### config.mk
export PLATFORM = sky130hd
export DESIGN_NAME = tmp101_temp_formatter
export DESIGN_NICKNAME = d
export VERILOG_FILES = /design/src/rtl/tmp101_temp_formatter_pkg.sv /design/src/rtl/tmp101_temp_formatter_bin2bcd8.sv /design/src/rtl/tmp101_temp_formatter.sv
export SDC_FILE = /design/constraint.sdc
export NUM_CORES = 1
export LEC_CHECK = 0
export CAP_MARGIN = 25
export CELL_PAD_IN_SITES_DETAIL_PLACEMENT = 0
export CELL_PAD_IN_SITES_GLOBAL_PLACEMENT = 1
export CORE_UTILIZATION = 49
export CTS_CLUSTER_SIZE = 8
export DETAILED_ROUTE_END_ITERATION = 12
export PLACE_DENSITY = 0.95
export SKIP_LAST_GASP = 1
export SLEW_MARGIN = 20
export SYNTH_ARGS = -nofsm -noshare
export SYNTH_HDL_FRONTEND = slang
export SYNTH_SLANG_ARGS = --single-unit
### constraint.sdc
create_clock -name clock -period 4.5 [get_ports clock]
set_input_delay 0.9 -clock clock [delete_from_list [all_inputs] [get_ports clock]]
set_output_delay 0.9 -clock clock [all_outputs]
set_load 0.02 [all_outputs]
### src/rtl/tmp101_temp_formatter_pkg.sv
// Shared definitions for the TMP101 read path: formatter FSM state encoding,
// sensor resolution constants and the fractional-tenths helper.
package tmp101_temp_formatter_pkg;

    // TMP101 in 12-bit mode: 8 integer bits, 4 fraction bits (1/16 degree C).
    localparam int TEMP_WIDTH = 12;
    localparam int FRAC_BITS  = 4;
    localparam int INT_BITS   = TEMP_WIDTH - FRAC_BITS;

    // Formatter FSM encoding, kept as plain constants for legacy tools.
    localparam logic [1:0] ST_IDLE     = 2'd0;
    localparam logic [1:0] ST_WAIT_LSB = 2'd1;
    localparam logic [1:0] ST_CONVERT  = 2'd2;
    localparam logic [1:0] ST_DONE     = 2'd3;

    // Truncated tenths digit of a sixteenths fraction: (frac * 10) >> 4.
    function automatic logic [3:0] tenths_of(input logic [FRAC_BITS-1:0] frac);
        logic [7:0] prod;
        prod = {4'd0, frac} * 8'd10;
        return prod[7:4];
    endfunction

endpackage

### src/rtl/tmp101_temp_formatter_bin2bcd8.sv
// Sequential double-dabble: converts an 8-bit binary value to three BCD
// digits, one bit per cycle. A start pulse loads the operand; done is high
// for exactly one cycle after the eighth shift.
module Bin2BCD8
    import tmp101_temp_formatter_pkg::*;
(
    input  logic                clk,
    input  logic                rst_n,
    input  logic                start,
    input  logic [INT_BITS-1:0] bin,
    output logic                done,
    output logic [3:0]          hundreds,
    output logic [3:0]          tens,
    output logic [3:0]          ones
);

    logic [7:0] shreg;
    logic [3:0] cnt;
    logic       active;
    logic [3:0] h_r, t_r, o_r;
    logic [3:0] h_adj, t_adj, o_adj;

    function automatic logic [3:0] add3(input logic [3:0] d);
        return (d >= 4'd5) ? d + 4'd3 : d;
    endfunction

    // Add-3 correction applied to every digit ahead of each shift.
    always_comb begin
        h_adj = add3(h_r);
        t_adj = add3(t_r);
        o_adj = add3(o_r);
    end

    // Load on start, then shift one binary bit into the BCD digits per cycle.
    always_ff @(posedge clk or negedge rst_n) begin
        if (!rst_n) begin
            shreg  <= '0;
            cnt    <= '0;
            active <= 1'b0;
            h_r    <= '0;
            t_r    <= '0;
            o_r    <= '0;
        end else if (start) begin
            shreg  <= bin;
            cnt    <= '0;
            active <= 1'b1;
            h_r    <= '0;
            t_r    <= '0;
            o_r    <= '0;
        end else if (active) begin
            if (cnt == 4'd8) begin
                active <= 1'b0;
            end else begin
                {h_r, t_r, o_r, shreg} <= {h_adj, t_adj, o_adj, shreg} << 1;
                cnt <= cnt + 4'd1;
            end
        end
    end

    assign done     = active && (cnt == 4'd8);
    assign hundreds = h_r;
    assign tens     = t_r;
    assign ones     = o_r;

endmodule

### src/rtl/tmp101_temp_formatter.sv
// Collects the MSB/LSB bytes of a TMP101 temperature read, converts the
// reading to sign + BCD magnitude (tenths truncated) and presents it with a
// one-cycle DataValid. Timeouts and stray bytes pulse FrameError; FrameStart
// silently aborts any frame in progress. State is exposed on State for debug.
module tmp101_temp_formatter
    import tmp101_temp_formatter_pkg::*;
#(
    parameter logic [19:0] TimeoutCycles = 20'd600000
) (
    input  logic                  clock,
    input  logic                  Reset,
    input  logic                  FrameStart,
    input  logic                  ByteValid,
    input  logic [7:0]            ReceivedData,
    output logic [TEMP_WIDTH-1:0] Temperature,
    output logic                  Sign,
    output logic [3:0]            Hundreds,
    output logic [3:0]            Tens,
    output logic [3:0]            Ones,
    output logic [3:0]            Tenths,
    output logic                  DataValid,
    output logic                  Busy,
    output logic                  FrameError,
    output logic [1:0]            State
);

    localparam logic [19:0] TIMEOUT_LAST = TimeoutCycles - 20'd1;

    logic [1:0]            state;
    logic [7:0]            msb_r;
    logic [19:0]           cnt;
    logic [TEMP_WIDTH-1:0] pend_temp;
    logic [3:0]            pend_tenths;

    logic [TEMP_WIDTH-1:0] new_temp;
    logic [TEMP_WIDTH:0]   mag;
    logic                  cvt_start;
    logic                  cvt_done;
    logic [3:0]            cvt_h, cvt_t, cvt_o;
    logic                  unused_bits;

    // Assemble the reading from the held MSB and the arriving LSB; the
    // magnitude is one bit wider so that -128.0 (0x800) negates cleanly.
    always_comb begin
        new_temp = {msb_r, ReceivedData[7:4]};
        if (new_temp[TEMP_WIDTH-1])
            mag = '0 - {new_temp[TEMP_WIDTH-1], new_temp};
        else
            mag = {1'b0, new_temp};
    end

    // Low LSB nibble carries no data in 12-bit mode; mag[12] is always zero.
    assign unused_bits = ^{mag[TEMP_WIDTH], ReceivedData[3:0]};

    // Kick the converter in the same cycle the LSB is accepted.
    assign cvt_start = (state == ST_WAIT_LSB) && ByteValid && !FrameStart;

    Bin2BCD8 u_bin2bcd (
        .clk      (clock),
        .rst_n    (Reset),
        .start    (cvt_start),
        .bin      (mag[TEMP_WIDTH-1:FRAC_BITS]),
        .done     (cvt_done),
        .hundreds (cvt_h),
        .tens     (cvt_t),
        .ones     (cvt_o)
    );

    // Frame FSM, byte capture, timeout counter and output registers.
    always_ff @(posedge clock or negedge Reset) begin
        if (!Reset) begin
            state       <= ST_IDLE;
            msb_r       <= '0;
            cnt         <= '0;
            pend_temp   <= '0;
            pend_tenths <= '0;
            Temperature <= '0;
            Sign        <= 1'b0;
            Hundreds    <= '0;
            Tens        <= '0;
            Ones        <= '0;
            Tenths      <= '0;
            DataValid   <= 1'b0;
            FrameError  <= 1'b0;
        end else begin
            DataValid  <= 1'b0;
            FrameError <= 1'b0;
            if (FrameStart) begin
                // A byte arriving with FrameStart is the MSB of the new frame.
                if (ByteValid) begin
                    msb_r <= ReceivedData;
                    cnt   <= '0;
                    state <= ST_WAIT_LSB;
                end else begin
                    state <= ST_IDLE;
                end
            end else begin
                case (state)
                    ST_IDLE: begin
                        if (ByteValid) begin
                            msb_r <= ReceivedData;
                            cnt   <= '0;
                            state <= ST_WAIT_LSB;
                        end
                    end
                    ST_WAIT_LSB: begin
                        if (ByteValid) begin
                            pend_temp   <= new_temp;
                            pend_tenths <= tenths_of(mag[FRAC_BITS-1:0]);
                            state       <= ST_CONVERT;
                        end else if (cnt == TIMEOUT_LAST) begin
                            FrameError <= 1'b1;
                            state      <= ST_IDLE;
                        end else begin
                            cnt <= cnt + 20'd1;
                        end
                    end
                    ST_CONVERT: begin
                        if (ByteValid)
                            FrameError <= 1'b1;
                        if (cvt_done) begin
                            Temperature <= pend_temp;
                            Sign        <= pend_temp[TEMP_WIDTH-1];
                            Hundreds    <= cvt_h;
                            Tens        <= cvt_t;
                            Ones        <= cvt_o;
                            Tenths      <= pend_tenths;
                            DataValid   <= 1'b1;
                            state       <= ST_DONE;
                        end
                    end
                    default: begin
                        if (ByteValid)
                            FrameError <= 1'b1;
                        state <= ST_IDLE;
                    end
                endcase
            end
        end
    end

    assign Busy  = (state == ST_WAIT_LSB) || (state == ST_CONVERT);
    assign State = state;

endmodule

* Yosys cells after proc, flatten, opt, wreduce, memory -nomap -nowiden
Cells that the tools add are included.
Operators by class: mux-type cells 45, order comparisons 3, equality and inequality tests 10, bitwise logic cells 1, multipliers 1, add/sub/neg operators 6, reduce and logical (&&, ||, !) cells 14
Operators with widths (count):
- 2-to-1 mux 20 bit | 4
- 2-to-1 mux 4 bit | 14
- 2-to-1 mux 8 bit | 6
- one-hot mux 20 bit (2 select lines) | 1
- adder 20 x 1 -> 20 bit (second input constant) | 1
- == test 20 bit (second input constant) | 1
- >= comparator 4 x 3 -> 1 bit (second input constant) | 3
- 2-to-1 mux 12 bit | 1
- inequality test 3 bit (second input constant) | 4
- AND reduction 3 bit | 4
- subtractor 1 x 12 -> 12 bit (first input constant) | 1
- 2-to-1 mux 1 bit | 11
- 2-to-1 mux 2 bit | 5
- adder 4 x 2 -> 4 bit (second input constant) | 2
- multiplier 4 x 3 -> 7 bit (second input constant) | 1
- one-hot mux 2 bit (3 select lines) | 1
- adder 4 x 1 -> 4 bit (second input constant) | 1
- == test 4 bit (second input constant) | 1
- inequality test 4 x 3 -> 1 bit (second input constant) | 1
- nonzero test 2 bit | 2
- adder 3 x 2 -> 3 bit (second input constant) | 1
- logical AND 1 bit | 3
- 2-to-1 mux 3 bit | 1
- nonzero test 3 bit | 1
- 9 further kinds | 9
Storage, ports and cells: flip-flop bits (word level) 102, output and inout bits 34, bits of input ports 12

* Depth between registers and ports, before layout
depth in word-level cells 5, mapped depth 9, depth with buffers taken out 9

* By module
A second synthesis with hierarchy kept.
Second synthesis, totals: cell total of the unflattened synthesis 561, area total of the unflattened synthesis 5322.6 um2
By module, submodules not included:
- tmp101_temp_formatter | cells each 401, sequential area each 1901.8 um2, area each 3808.7 um2, times used 1
- Bin2BCD8 | cells each 160, sequential area each 625.6 um2, area each 1514.0 um2, times used 1

* Least setup slack after synthesis
No wires, ideal clock.
kind input -> register, from in ReceivedData[4], to reg pend_tenths[2], path slack 1.921 ns, stages on the path 7, buffers on the path 0, setup time 0.135 ns, data arrival time 2.444 ns, cell sequence o31ai_1 -> xnor2_1 -> ha_1 -> ha_1 -> fa_1 -> xnor2_1 -> o21ai_0
On the way: cells in the longest elaborated chain, start to end 3
Ends and longest elaborated chain:
- start, declared | RTL line tmp101_temp_formatter.sv:14 | input logic [7:0] ReceivedData,
- subtractor 1 x 12 -> 12 bit | RTL line tmp101_temp_formatter.sv:47 | mag = '0 - {new_temp[TEMP_WIDTH-1], new_temp};
- 2-to-1 mux 12 bit (*) | RTL line tmp101_temp_formatter.sv:46 | if (new_temp[TEMP_WIDTH-1])
- multiplier 4 x 3 -> 7 bit (*) | RTL line tmp101_temp_formatter_pkg.sv:19 | prod = {4'd0, frac} * 8'd10;
- end signal, assigned | RTL line tmp101_temp_formatter.sv:109 | pend_tenths <= tenths_of(mag[FRAC_BITS-1:0]);
- end, declared | RTL line tmp101_temp_formatter.sv:33 | logic [3:0] pend_tenths;
Mark *: on every way between the ends. The rest lies on a longest branch, timed or not. A chain may end at the register's enable or synchronous reset.

* Final worst setup path
Same ends and word-level chain as after synthesis.

==> out/metrics.yaml <==
final_max_slew_viol_count: 0
hold_path.class: "reg2reg"
coreArea_um2: 9819
antenna_left: 0
synth_area_per_cell_um2: 10.06
p_per_area_nw_per_um2: 509.5
drive_gt1_frac: 0.09125
path_max_fanout: 4
crit_required_ns: 4.74
synth_cell_type_count: 54
r2r-start: "u_bin2bcd.cnt[0]"
synthesis.nets: 525
worst_slack_ns: 1.605
clock-sinks: 101
drc: 0
crit_arrival_ns: 3.13
synthTopCellsByCount: "dfrtp_1 (101), nand2_1 (97), a21oi_1 (31), mux2_2 (21), clkbuf_1 (19)"
totalWireLength_mm: 10.05
rsz0062_at_grt: "false"
num_rows: 36
cts_made_buffers: 9
h-tree-depth: 3
ios: 46
cts_max_path_buffers: 2
chipHeight_um: 102.9
setup_tns_ns: 0
peakVddDrop_v: 0.0002591
seq_area_frac_synth: 0.5065
synth_area_um2: 4990
synthArstFlopShare: 1.000
die_x_um: 102.9
yosys-top-cells-area: "dfrtp_1 (51%), nand2_1 (7.3%), mux2_2 (4.7%)"
dieArea_um2: 10590
antenna_found_initial: 0
place_congestion: 0.8167
dr.first_iter.drc_count: 148
cts_tree: "done"
setup_viol: 0
num-fill-cells: 871
antenna_cells: 0
final_nets: 562
cp-end-kind: "flop"
slew_headroom: 0.3637
synth_top_area_cell: "dfrtp_1"
post_cts_resized: 0
worstHoldStart: "pend_temp[3]"
finalHoldViolations: 0
crit_path_start_kind: "input port"
holdBufCountCts: 0
dr.pass1.iters: 4
fin_skew_ns: 0.01087
hpwl_mm: 6.856
yosysWarningCount: 0
worstMarginPinSlew_ns: 0.9481
grt_pass1_vias: 3649
clock.fmax_ghz: 0.3454
insertion_delay_ns: 0.36
yosysTopAreaCellShare: 0.5065
num_vias: 3729
grt_usage: 0.2103
initial_core_util: 0.5082
viasPerCell: 5.566
leakage_uw: 0.002594
path_clk_slew_ns: 0.09
grt_first_pass_wirelength_mm: 17.11
synth-edff-count: 0
status: "complete, no violations"
syn_inst: 496
drv_cap: 0
yosysMostFrequentCell: "dfrtp_1"
grt_max_degree: 71
port_buffers: 45
overflow: 0
startpoint: "ReceivedData[4]"
period_minus_slack_ns: 2.895
area_delta_synth_final_pct: 15.05
path_class: "in2reg"
root_buffer: "clkbuf_8"
yosys_most_used_dff: "dfrtp_1"
ys_ff_latch: 101
fin_total_pwr_uw: 2925
place_ws_ns: 1.210
fin_crit_sh: 0.6434
hold_ws_ns: 0.4772
wl_per_cell_um: 15.00
cts_setup_buffers: 0
[worst max-delay path, cell delays in order]
cell and delay (ns):
clkdlybuf4s50_1 0.52, inv_1 0.09, ha_1 0.30, nand2_1 0.07, o21ai_0 0.09, ha_1 0.31
ha_1 0.23, fa_1 0.39, xnor2_1 0.15, o21ai_0 0.08
[cell type report]
type	count	area, um2	area share
clock buffer	10	137.6	0.02398
clock inverter	5	58.81	0.01024
inverter	19	71.32	0.01242
multi-input combinational	351	2286	0.3982
sequential	101	2527	0.4403
tap	133	166.4	0.02899
timing repair buffer	51	493.0	0.08588
[power breakdown]
group | internal, uW | leakage, uW | switching [uW]
clock | 270 | 0.0000948 | 306
sequential | 1140 | 0.00133 | 197
combinational | 450 | 0.00117 | 560
total | 1860 | 0.00259 | 1060
[per-layer routing]
metal  track usage  up-vias  share of wire  wire length, um
met5             0        -              0                0
met4       0.05634        0         0.0055               55
met3       0.05288        4          0.041              409
met2        0.3523       71           0.50             4981
met1        0.2733     1853           0.46             4604
li1              -     1801              -                -
[stage by stage]
step,area (um2),instances,utilization
detailed placement,5544,655,0.5646
CTS,5741,670,0.5846
finish,5741,670,0.5846
floorplan,4990,496,-
global route,5741,670,0.5846
global placement,5544,655,0.5646
[registers in the layout, indices dropped and copies added (netlist names), 8 cells and up]
name,flops
Temperature,12
cnt,20
msb_r,8
pend_temp,12
u_bin2bcd.shreg,8
[logic make-up (layout without fill, tap and decap cells)]
kind of cell,count (synthesis),count (layout),synth area share
AND/OR/NAND/NOR,179,179,0.1720
AO/OA/AOI/OAI,98,98,0.1221
flip-flops,101,101,0.5065
buffers and inverters,44,85,0.03636
multiplexers,41,41,0.09077
XOR/XNOR,16,16,0.02809
adder cells (fa/ha/maj),17,17,0.04413
[placed cells by master, fill, tap and decap left out, drive strengths merged, types with 2 or more instances in the layout]
cell / n
o21a: 2
o31ai: 4
mux2: 34
a41oi: 4
clkbuf: 10
buf: 7
or4: 2
mux2i: 7
dfrtp: 101
ha: 16
a21oi: 31
clkinv: 2
o21ai: 25
nand3: 8
nand3b: 4
nand4b: 2
inv: 19
nor3: 5
nor2b: 2
and3: 12
xor2: 9
nor3b: 4
nand2b: 6
nand4: 7
nor4: 4
nor2: 19
or3: 2
clkinvlp: 2
and2: 3
clkdlybuf4s50: 44
a31oi: 13
o211ai: 4
a211oi: 4
xnor2: 7
nand2: 97
[worst paths after layout]
path	end	slack, ns	cells after the start
worst max-delay path	pend_tenths[2]	1.60	10
worst min-delay path	pend_temp[3]	0.48	2
worst max register to register	Ones[0]	2.08	6
worst min register to register	pend_temp[3]	0.48	2
max in group asynchronous	cnt[12]	2.89	2
min in group asynchronous	cnt[10]	0.63	1
No activity file was read; power rests on OpenSTA's default activity.
